===== src/rtl/qam16_iq_mapper_if.sv =====
// Symbol-code input and mapped I/Q output bundle for the 16QAM mapper.
interface qam16_iq_mapper_if #(
   parameter int unsigned W = 4
);
   logic                en;
   logic [3:0]          code;
   logic signed [W-1:0] i_out;
   logic signed [W-1:0] q_out;
   logic                sym_stb;
   logic [7:0]          sym_cnt;

   // Upstream side: drives enable and code, observes mapped symbols.
   modport master (
      output en, code,
      input  i_out, q_out, sym_stb, sym_cnt
   );

   // Mapper side.
   modport slave (
      input  en, code,
      output i_out, q_out, sym_stb, sym_cnt
   );
endinterface


===== src/rtl/qam16_iq_mapper.sv =====
// 16QAM Gray mapper: samples the 4-bit code once per symbol period and emits
// signed I/Q amplitudes with a one-clock symbol strobe.
module qam16_iq_mapper #(
   parameter int unsigned SYM_DIV    = 8,
   parameter int unsigned CAP_PHASE  = 1,
   parameter int unsigned AMP        = 1,
   parameter int unsigned W          = 4,
   parameter bit          ZERO_STUFF = 1'b1
) (
   input logic               clk,
   input logic               rst,
   qam16_iq_mapper_if.slave  bus
);

   localparam int unsigned CntW = (SYM_DIV < 2) ? 1 : $clog2(SYM_DIV);
   localparam logic [CntW-1:0] CntMax = CntW'(SYM_DIV - 1);
   localparam logic [CntW-1:0] CapCnt = CntW'(CAP_PHASE);
   localparam logic signed [W-1:0] AmpLo = W'(AMP);
   localparam logic signed [W-1:0] AmpHi = W'(3 * AMP);

   if (SYM_DIV < 2) begin : g_bad_div
      $error("qam16_iq_mapper: SYM_DIV must be >= 2");
   end
   if (CAP_PHASE >= SYM_DIV) begin : g_bad_phase
      $error("qam16_iq_mapper: CAP_PHASE must be < SYM_DIV");
   end
   if ((3 * AMP) > ((2 ** (W - 1)) - 1)) begin : g_bad_amp
      $error("qam16_iq_mapper: 3*AMP does not fit in W signed bits");
   end

   logic [CntW-1:0] cnt_q, cnt_d;
   logic [3:0]      code_q, code_d;
   logic            stb_q, stb_d;
   logic            valid_q, valid_d;   // a mapped symbol is held for display
   logic [7:0]      sym_cnt_q, sym_cnt_d;
   logic            capture;
   logic            show;

   // Gray map: 00 -> -3A, 01 -> -A, 11 -> +A, 10 -> +3A.
   function automatic logic signed [W-1:0] gray_map(input logic [1:0] b);
      logic signed [W-1:0] v;
      case (b)
         2'b00:   v = -AmpHi;
         2'b01:   v = -AmpLo;
         2'b11:   v = AmpLo;
         default: v = AmpHi;
      endcase
      return v;
   endfunction

   // en is checked first, so a falling en on the capture phase blocks the capture.
   assign capture = bus.en && (cnt_q == CapCnt);

   // Next-state: symbol counter, code capture, strobe and symbol count.
   always_comb begin
      cnt_d     = cnt_q;
      code_d    = code_q;
      stb_d     = 1'b0;
      valid_d   = valid_q;
      sym_cnt_d = sym_cnt_q;
      if (!bus.en) begin
         cnt_d   = '0;
         valid_d = 1'b0;
      end else begin
         cnt_d = (cnt_q == CntMax) ? '0 : cnt_q + CntW'(1);
         if (capture) begin
            code_d    = bus.code;
            stb_d     = 1'b1;
            valid_d   = 1'b1;
            sym_cnt_d = sym_cnt_q + 8'd1;
         end
      end
   end

   // State registers with asynchronous active-low reset.
   always_ff @(posedge clk or negedge rst) begin
      if (!rst) begin
         cnt_q     <= '0;
         code_q    <= '0;
         stb_q     <= 1'b0;
         valid_q   <= 1'b0;
         sym_cnt_q <= '0;
      end else begin
         cnt_q     <= cnt_d;
         code_q    <= code_d;
         stb_q     <= stb_d;
         valid_q   <= valid_d;
         sym_cnt_q <= sym_cnt_d;
      end
   end

   // Outputs come straight from registers; zero-stuffing shows I/Q only on the strobe.
   always_comb begin
      show        = ZERO_STUFF ? stb_q : valid_q;
      bus.i_out   = show ? gray_map(code_q[3:2]) : '0;
      bus.q_out   = show ? gray_map(code_q[1:0]) : '0;
      bus.sym_stb = stb_q;
      bus.sym_cnt = sym_cnt_q;
   end

endmodule

===== src/flat_wrapper.sv =====
// flat-port wrapper written by rule: the top's interface ports become plain ports
module qam16_iq_mapper_flat 
#(
   parameter int unsigned SYM_DIV    = 8,
   parameter int unsigned CAP_PHASE  = 1,
   parameter int unsigned AMP        = 1,
   parameter int unsigned W          = 4,
   parameter bit          ZERO_STUFF = 1'b1
)
  (clk, rst, bus_en, bus_code, bus_i_out, bus_q_out, bus_sym_stb, bus_sym_cnt);
  qam16_iq_mapper_if #(.W(W)) bus_i ();
  input logic clk;
  input logic rst;
  input wire logic [$bits(bus_i.en)-1:0] bus_en;
  input wire logic [$bits(bus_i.code)-1:0] bus_code;
  output wire logic [$bits(bus_i.i_out)-1:0] bus_i_out;
  output wire logic [$bits(bus_i.q_out)-1:0] bus_q_out;
  output wire logic [$bits(bus_i.sym_stb)-1:0] bus_sym_stb;
  output wire logic [$bits(bus_i.sym_cnt)-1:0] bus_sym_cnt;
  assign bus_i.en = bus_en;
  assign bus_i.code = bus_code;
  assign bus_i_out = bus_i.i_out;
  assign bus_q_out = bus_i.q_out;
  assign bus_sym_stb = bus_i.sym_stb;
  assign bus_sym_cnt = bus_i.sym_cnt;
  qam16_iq_mapper #(.SYM_DIV(SYM_DIV), .CAP_PHASE(CAP_PHASE), .AMP(AMP), .W(W), .ZERO_STUFF(ZERO_STUFF)) u_core (.clk(clk), .rst(rst), .bus(bus_i));
endmodule

===== config.mk =====
export PLATFORM = sky130hd
export DESIGN_NAME = qam16_iq_mapper_flat
export DESIGN_NICKNAME = d
export VERILOG_FILES = /design/src/rtl/qam16_iq_mapper_if.sv /design/src/rtl/qam16_iq_mapper.sv /design/src/flat_wrapper.sv
export SDC_FILE = /design/constraint.sdc
export NUM_CORES = 1
export LEC_CHECK = 0
export CAP_MARGIN = 10
export CORE_MARGIN = 1
export CORE_UTILIZATION = 41
export DETAILED_ROUTE_END_ITERATION = 7
export HOLD_SLACK_MARGIN = 0.05
export PLACE_DENSITY = 0.78
export SLEW_MARGIN = 0
export SYNTH_ARGS = -nofsm -noshare
export SYNTH_HDL_FRONTEND = slang
export SYNTH_SLANG_ARGS = --single-unit
export TNS_END_PERCENT = 20

===== constraint.sdc =====
create_clock -name clk -period 3.66 [get_ports clk]
set_input_delay 0.915 -clock clk [delete_from_list [all_inputs] [get_ports clk]]
set_output_delay 0.915 -clock clk [all_outputs]
set_load 0.005 [all_outputs]

[Word-level counts from Yosys, hierarchy flattened]
Index checks and enable logic that the tools add are counted.
Storage, ports and cells
  output and inout port bits: 17
  bits in registers: 16
  logic and storage cells: 24
  bits of input ports: 7
Cells by class
  equality and inequality tests: 6
  add/subtract/negate cells: 2
  muxes and demuxes: 8
  reduce and logical (&&, ||, !) cells: 4
Operator list (count)
  $pmux 4 s3: 2
  $add 8x1->8 const B: 1
  $mux 4: 2
  $mux 3: 2
  $eq 2x1->1 const B: 2
  $eq 2x2->1 const B: 2
  $logic_not 2->1: 2
  $add 3x1->3 const B: 1
  $eq 3x1->1 const B: 1
  $eq 3x3->1 const B: 1
  $mux 1: 2
  $reduce_and 2->1: 1
  $logic_and 1x1->1: 1

[Longest topological paths before layout]
Gate-level depths: netlist of the first run.
  word-level depth: 4
  gate-level depth with buffers: 7
  gate-level depth less buffers: 6

[Worst setup path after synthesis of the first run]
No wires, ideal clock.
  kind: flip-flop to output port
  from: register u_core.code_q[2]
  to: output bus_i_out[3]
  slack: 1.707 ns
  required time: 2.745 ns
  arrival time: 1.038 ns
  stages on the path, launching flop included: 6
  buffers on the path: 1
  path through: dfrtp_1 inv_1 ha_1 nor2_1 nor3b_1 buf_4
Between the ends
  longest elaborated chain between the ends: 3
  elaborated cells on any way between the ends: 5
  those cells by class: eq/ne: 2; mux: 2; reduce/logical: 1
RTL lines
  from (decl): line qam16_iq_mapper.sv:32  | logic [3:0] code_q, code_d;
  from (signal assigned): line qam16_iq_mapper.sv:85  | code_q <= code_d;
  $eq 2x2->1 (tied with other cells): line qam16_iq_mapper.sv:42  | case (b)
  $pmux 4 s3 (*): line qam16_iq_mapper.sv:42
  $mux 4 (*): line qam16_iq_mapper.sv:95  | bus.i_out = show ? gray_map(code_q[3:2]) : '0;
  to (decl): line flat_wrapper.sv:16  | output wire logic [$bits(bus_i.i_out)-1:0] bus_i_out;
Mark *: on every way between the ends. The rest lies on a longest branch, timed or not.

[Worst setup path in the final report of the first run]
  from: register u_core.code_q[0]
  to: output bus_q_out[3]
Between the ends
  longest elaborated chain between the ends: 3
  elaborated cells on any way between the ends: 5
  those cells by class: eq/ne: 2; mux: 2; reduce/logical: 1
RTL lines
  $eq 2x2->1 (tied with other cells): line qam16_iq_mapper.sv:42
  $pmux 4 s3 (*): line qam16_iq_mapper.sv:42
  $mux 4 (*): line qam16_iq_mapper.sv:96  | bus.q_out = show ? gray_map(code_q[1:0]) : '0;
  to (decl): line flat_wrapper.sv:17  | output wire logic [$bits(bus_i.q_out)-1:0] bus_q_out;
Marked as above.

==> metrics list, run 1 <==
- Least-Margin Pin Slew: between 700 and 800 ps
- Drt first pass iters: 4
* Mapped Nets: 94
- Total setup buffers inserted after CTS: 0
* Count of state elements after synthesis: 16
- The clock arrives with 1.73 ps of skew.
- Unrepaired setup endpoints after global routing: false
- In this run, CTS created clock tree buffers numbering 3.
- Placer's final routability congestion estimate: approximately 0.78
- Post-CTS repair changed the size of 0 cells.
* Number of enable flip-flop cells after synthesis: 0
- Counting every instance in the synthesized netlist gives 77.
- Nature of the critical path startpoint: flip-flop
- IR analysis of the VDD net gives a maximum drop of about 270 µV.
- Number of pins with negative max-slew slack in the final report: 0
* Sequential element share of the synthesized area: between 40% and 50%
- Mean instance size in the synthesized netlist: ~11 µm²
* Hold wc startpoint: u_core.cnt_q[0]$_DFF_PN0_
- Max Cap Viol: 0
* Grt peak-use layer: met2
- Maximum level of the CTS H-tree: 1
* Initial antenna violation count: 0
- Async set-or-reset flop fraction in the synthesized netlist: 100%
- In this run, post-CTS hold repair placed 0 buffers.
- The worst pin sits at a relative slew slack of between 50 and 60%.
- The die is roughly 47 µm wide.
- Across every metal layer, demand over resource in global routing totals 14.4%.
- Wirelength, routed: about 1400 µm
* Power density over the cells: ~500 nW/µm²
* Top area cells in the synthesized netlist: sky130_fd_sc_hd__dfrtp_1 (47%), sky130_fd_sc_hd__ha_1 (15%), sky130_fd_sc_hd__buf_4 (4.4%)
* Synth-to-Final Area Change: 31.1%
- Of the cells placed in the final design, the portion with a size suffix greater than 1 is 9.09%.
- CTS placed an instance of sky130_fd_sc_hd__clkbuf_4 at the clock tree root.
- Achievable Freq: approximately 370 MHz
- Unique masters post-synth: 17
* Count of nets after finishing: between 100 and 150
- Using the TritonRoute via totals, the vias-per-cell ratio works out to 4.57.
- In the global route stage, met1 resource usage came out at between 10% and 20%.
- Max FO, Critical Path: 3
- Final Critical Period: 2700 ps
- Placed Cells: between 100 and 150
- Leakage power of the design: 0.000537 µW
* Die outline height: ~47 µm
- Type of the most critical hold path: reg -> reg
- The die covers roughly 2200 µm².
- The worst path uses 73.8% of the clock period.
* Combined area of all synthesized cells: 846 µm²
- Routed length per placed instance: about 11 µm
- Top FF cell, synth: sky130_fd_sc_hd__dfrtp_1
* Yosys top cell area share: 47.3%
- Data on the critical path is required at its endpoint by 2740 ps.
* Maximum count of clock buffers along a single path: 2
- Result of the run: completed
* GR met3 Demand/Resource: approximately 3.4%
* Placed standard-cell area: 1070 µm²
* Syn. warnings: 0
- Cells on worst reg2reg path: 6
* Skew-Pair Late Insertion Delay: 280 ps
- The routed layout has between 500 and 600 vias.
- Counting instances, the worst hold path has a depth of 1.
- Number of non-filler instances in the completed layout: 126
* Critical path endpoint category: primary output
* Worst setup path startpoint: u_core.code_q[0]$_DFFE_PN0P_
- For met2 alone, demand over resource in global routing was about 24%.
- Worst r2r src: u_core.cnt_q[1]$_DFF_PN0_
- CTS saw 16 sinks.
- First-pass GRT wire length: 2140 µm
- Setup violations remaining at the end of the flow were counted as 0.
- Once detailed placement completed, the half-perimeter wirelength came to approximately 1100 µm.
- Once detail routing completed, the nets flagged for antenna violations numbered 0.
- After clock tree synthesis, the clock-pin slew on the worst setup and hold paths is 90 ps.
* Area of the core region: roughly 1900 µm²
- Cell type with the highest aggregate area in the netlist: sky130_fd_sc_hd__dfrtp_1
* DRC errors left: 0
- For the final routed database, the setup TNS stands at 0 ps.
- Post-route design area: 1110 µm²
- Overflow left after global routing: 0
* Ant diodes: 0
- Entering global routing, the biggest net connects 17 pins.
* Worst setup path category: reg -> out
- DR iter-0 viols: 14
* Final hold violation count: 0
- Data on the critical path arrives at its endpoint at roughly 1800 ps.
- Number of rows in the core area: 16
- Via count of the first global-routing pass: between 500 and 600
* CTS tree: yes
* Core utilization of the finished layout: between 50% and 60%
- Buffers placed on the I/O ports in this run total 23.
- The initial utilization of the core area, before any placement, comes to 43.6%.
- Pin placement for this block handled 24 I/O pins.
==> synthesized netlist by cell type (3+ instances only) <==
| library cell | count |
|---|---|
| sky130_fd_sc_hd__xor2_1 | 3 |
| sky130_fd_sc_hd__nand2_1 | 9 |
| sky130_fd_sc_hd__ha_1 | 10 |
| sky130_fd_sc_hd__nor2_1 | 4 |
| sky130_fd_sc_hd__xnor2_1 | 4 |
| sky130_fd_sc_hd__o21ai_0 | 4 |
| sky130_fd_sc_hd__dfrtp_1 | 16 |
| sky130_fd_sc_hd__and2_1 | 3 |
| sky130_fd_sc_hd__inv_1 | 7 |
| sky130_fd_sc_hd__nor3_2 | 3 |
| sky130_fd_sc_hd__buf_4 | 5 |
==> layer usage <==
layer  wire length (µm)  up-vias
met5                  0        -
met2                718       10
met1                609      274
met4                 21        0
met3                 42        2
li1                   -      290
==> layout by cell type, fill, tap and decap left out, types with 3 or more instances in the layout <==
| cell | netlist | layout |
|---|---|---|
| sky130_fd_sc_hd__clkdlybuf4s50_1 | 0 | 23 |
| sky130_fd_sc_hd__ha_1 | 10 | 10 |
| sky130_fd_sc_hd__clkbuf_4 | 0 | 3 |
| sky130_fd_sc_hd__xnor2_1 | 4 | 4 |
| sky130_fd_sc_hd__nor3_2 | 3 | 3 |
| sky130_fd_sc_hd__nor2_1 | 4 | 4 |
| sky130_fd_sc_hd__inv_1 | 7 | 7 |
| sky130_fd_sc_hd__dfrtp_1 | 16 | 16 |
| sky130_fd_sc_hd__xor2_1 | 3 | 3 |
| sky130_fd_sc_hd__o21ai_0 | 4 | 4 |
| sky130_fd_sc_hd__nand2_1 | 9 | 9 |
| sky130_fd_sc_hd__and2_1 | 3 | 3 |
==> worst max-delay path, stage by stage (launching register included) <==
cell and delay (ps):
sky130_fd_sc_hd__dfrtp_1 390, sky130_fd_sc_hd__inv_1 100, sky130_fd_sc_hd__ha_1 150, sky130_fd_sc_hd__nor2_1 40
sky130_fd_sc_hd__nor3b_1 250, sky130_fd_sc_hd__clkdlybuf4s50_1 570
==> cell families (layout without fill, tap and decap cells) <==
group	count (synthesis)	count (layout)	synth area share (%)
buffers and inverters	12	34	7.55
flip-flops	16	16	47.3
AO/OA/AOI/OAI	4	4	2.37
XOR/XNOR	7	7	7.25
AND/OR/NAND/NOR	28	28	20.7
adder cells (fa/ha/maj)	10	10	14.8
==> where the power goes <==
part / switching [µW] / internal (µW)
combinational: 66.4 / 96.6
sequential: 47.8 / 214
clock: 54.6 / 60.4
==> cell type report <==
type                       instances  area, µm²
tap                               27       33.8
timing repair buffer              23        230
sequential                        16        400
multi-input combinational         49        382
clock buffer                       4       36.3
fill                             182        833
inverter                           7       26.3
==> flip-flops by register name, indices dropped and copies added (netlist names) <==
| name | count |
|---|---|
| u_core.cnt_q | 3 |
| u_core.bus.sym_cnt | 8 |
| u_core.bus.sym_stb | 1 |
| u_core.code_q | 4 |
==> metrics by stage <==
stage	worst slack, ps	power, µW	hold WS, ps
2_1_floorplan	1710	341	435
3_3_place_gp	1350	423	446
3_5_place_dp	1260	430	467
4_1_cts	938	547	478
5_1_grt	830	578	494
6_report	960	540	473
==> path summary, 6_finish.rpt <==
path / slack, ps / end
max in group asynchronous: 2170 / u_core.cnt_q[2]$_DFF_PN0_
setup reg to reg: 2210 / u_core.bus.sym_cnt[3]$_DFFE_PN0P_
min in group asynchronous: 1050 / u_core.bus.sym_cnt[3]$_DFFE_PN0P_
setup / recovery: 960 / bus_q_out[3]
hold / removal: 470 / u_core.cnt_q[0]$_DFF_PN0_
hold reg to reg: 470 / u_core.cnt_q[0]$_DFF_PN0_
(Power assumes the default switching activity.)
==> run 2: changes to the inputs <==
clock period = 2.8 ns   (was 3.66 ns; I/O delays follow)
==> run 2 against run 1 <==
  * Flip-flop and latch count did not move
  * Combinational power increased by 32%
  * Via count grew 1.2%
  * Critical endpoint unchanged
==> metrics list, run 2 (same netlist as run 1, synthesis figures left out) <==
* Combined buffer and inverter count along the critical path: 2 (unchanged)
- The tree is rooted in a sky130_fd_sc_hd__clkbuf_4.
- The detailed-route via count came to 583 (+1.2%).
- The global-route wire length before repair came to 2240 µm (+4.8%).
- The area taken by flip-flops and latches was 400 µm² (unchanged).
- Power density over the cells: 616 nW/µm² (+27%)
- The weighted congestion at the end of routability-driven global placement was 0.779 (about the same).
* Max FFs per register: 8 (unchanged)
- The number of antenna violations at the first check in global routing was 0 (unchanged).
* Remaining max-slew budget at the tightest pin: 53.0% (about the same)
* Skew-Pair Late Insertion Delay: 280 ps (about the same)
* Hold Path Stages: 1 (unchanged)
- Required time of the worst setup path: 2100 ps (-640 ps)
* Number of rows in the core area: 16 (unchanged)
* Final hold violation count: 0 (unchanged)
- The post-detailed-route count of antenna-violating nets was 0 (unchanged).
* Max FO, Critical Path: 3 (unchanged)
- Via count of the first global-routing pass: 542 (+6.7%)
- Overflow left after global routing: 0 (unchanged)
- Max Cap Viol: 0 (unchanged)
- Io pins: 24 (unchanged)
- The detailed placer's ending HPWL is 1150 µm (+2.5%).
- Highest-count cells in the layout ignoring fill and taps: sky130_fd_sc_hd__clkdlybuf4s50_1 (23), sky130_fd_sc_hd__dfrtp_1 (16), sky130_fd_sc_hd__ha_1 (10)
- The placeable core region was 1940 µm² (unchanged).
- The maximum vdd ir drop came to 347 µV (+27%).
* Data arrival time of the critical path: 1780 ps (about the same)
* TritonCTS buffer count: 3 (unchanged)
- Least-Margin Pin Slew: 703 ps (-0.0362 ps)
- Setup Viol. Count Final: 0 (unchanged)
- Number of hold-repair buffers added at the cts stage: 0 (unchanged)
- Traced cell by cell, the critical path runs through inv_1 -> ha_1 -> nor2_1 -> nor3b_1 -> clkdlybuf4s50_1.
- The total area of multi-input combinational cells is 382 µm² (unchanged).
- Total die area: 2250 µm² (unchanged)
- Ant diodes: 0 (unchanged)
- Synth-to-Final Area Change: 29.4%
* Achievable Freq: slightly above 400 MHz
- The total wirelength of the detailed-routed design is 1460 µm (+5.0%).
* DRC errors left: 0 (unchanged)
* Drt first pass iters: 4 (unchanged)
- TritonCTS built the clock tree.
- Initial Utilization: 43.6% (unchanged)
- Type of the most critical hold path: reg -> reg
* Worst setup path category: reg -> out
* Kind of cell adding the most delay to the critical path: buffers and inverters
* Final Critical Period: between 2000 and 2500 ps
- The leakage power came to 0.000530 µW (-1.3%).
* Die outline height: 47.4 µm (unchanged)
- Buffers on Ports: 23 (unchanged)
- The cell count of the worst reg-to-reg path was 6 (unchanged).
- The clock skew came to 3.91 ps (+2.18 ps).
- Fill count: 181 (-0.55%)
- CP max stage cell: sky130_fd_sc_hd__clkdlybuf4s50_1
- The number of gates given a new drive strength after cts was 0 (unchanged).
- The share of layout cells above drive strength 1 was 8.16% (-0.93 points).
- The number of buffers inserted to repair setup after CTS was 0 (unchanged).
* Post-route setup TNS: 0 ps (unchanged)
* Delay of the slowest cell on the worst path: 560 ps (about the same)
- Die boundary width: 47.4 µm (unchanged)
- Setup repair after global routing left no endpoint under its margin.
* Most common cell after layout, fill and taps aside: sky130_fd_sc_hd__clkdlybuf4s50_1
- The vias per cell is 4.66 (+2.0%).
- Core utilization of the finished layout: 56.4% (-0.71 points)
- The violation count after the first detailed-route iteration is 14 (unchanged).
* Nature of the critical path startpoint: flip-flop
- The final-report max-slew violation count is 0 (unchanged).
- Clock slew at the register clock pins of the worst setup and hold paths: 80 ps (about the same)
- Routed length per placed instance: 11.7 µm (+5.9%)
* Count of nets after finishing: 117 (unchanged)
* Worst path depth: 5 (unchanged)
- Maximum count of clock buffers along a single path: 2 (unchanged)
* Critical path endpoint category: primary output
- The CTS sink count is 16 (unchanged).
- The total track usage was 14.9% (+0.58 points).
* Maximum number of pins on one net before global-route repair: 17 (unchanged)
- Ratio of final minimum period to clock period: between 80% and 90%
- The run finished with clean final reports.
- Maximum level of the CTS H-tree: 1 (unchanged)
-- run 2: changes by cell type in the layout (fill, tap and decap cells not counted), sizes merged --
cell,previous run,this run
clkbuf,4,3
-- run 2: path summary, 6_finish.rpt --
kind	start	to	slack [ps]
min in group asynchronous	rst	u_core.bus.sym_cnt[3]$_DFFE_PN0P_	830
max in group asynchronous	rst	u_core.cnt_q[1]$_DFF_PN0_	1520
worst max register to register	u_core.cnt_q[1]$_DFF_PN0_	u_core.bus.sym_cnt[3]$_DFFE_PN0P_	1340
worst max-delay path	u_core.code_q[1]$_DFFE_PN0P_	bus_q_out[3]	320
worst min-delay path	u_core.cnt_q[0]$_DFF_PN0_	u_core.cnt_q[0]$_DFF_PN0_	470
worst min register to register	u_core.cnt_q[0]$_DFF_PN0_	u_core.cnt_q[0]$_DFF_PN0_	470
-- run 2: through the flow --
| step | area (µm²) | hold WS (ps) | total power (µW) | setup WS (ps) | instances |
|---|---|---|---|---|---|
| finish | 1090 | 471 | 675 | 324 | 125 |
| global route | 1090 | 492 | 727 | 156 | 125 |
| CTS | 1090 | 476 | 684 | 319 | 125 |
| detailed placement | 1070 | 467 | 562 | 635 | 122 |
| global placement | 1070 | 446 | 553 | 703 | 122 |
| floorplan | 846 | 404 | 445 | 1060 | 77 |
-- run 2: layer usage --
metal | global-route usage (%) | share of wire, %
met1 | 16.7 | 43
met2 | 26.8 | 51
met3 | 2.26 | 3.6
met4 | 8.57 | 1.7
met5 | 0 | 0
-- run 2: area by class of cell --
class | count | share of cell area [%]
sequential | 16 | 36.6
multi-input combinational | 49 | 34.9
timing repair buffer | 23 | 21.0
tap | 27 | 3.09
inverter | 7 | 2.40
clock buffer | 3 | 2.06
-- run 2: report_power, final --
part	switching, µW	leakage [µW]	total, µW	internal [µW]
Sequential	64.0	0.000207	344	280
Combinational	88.0	0.000308	215	127
Clock	66.4	0.0000138	116	49.9
Total	219	0.000530	675	456
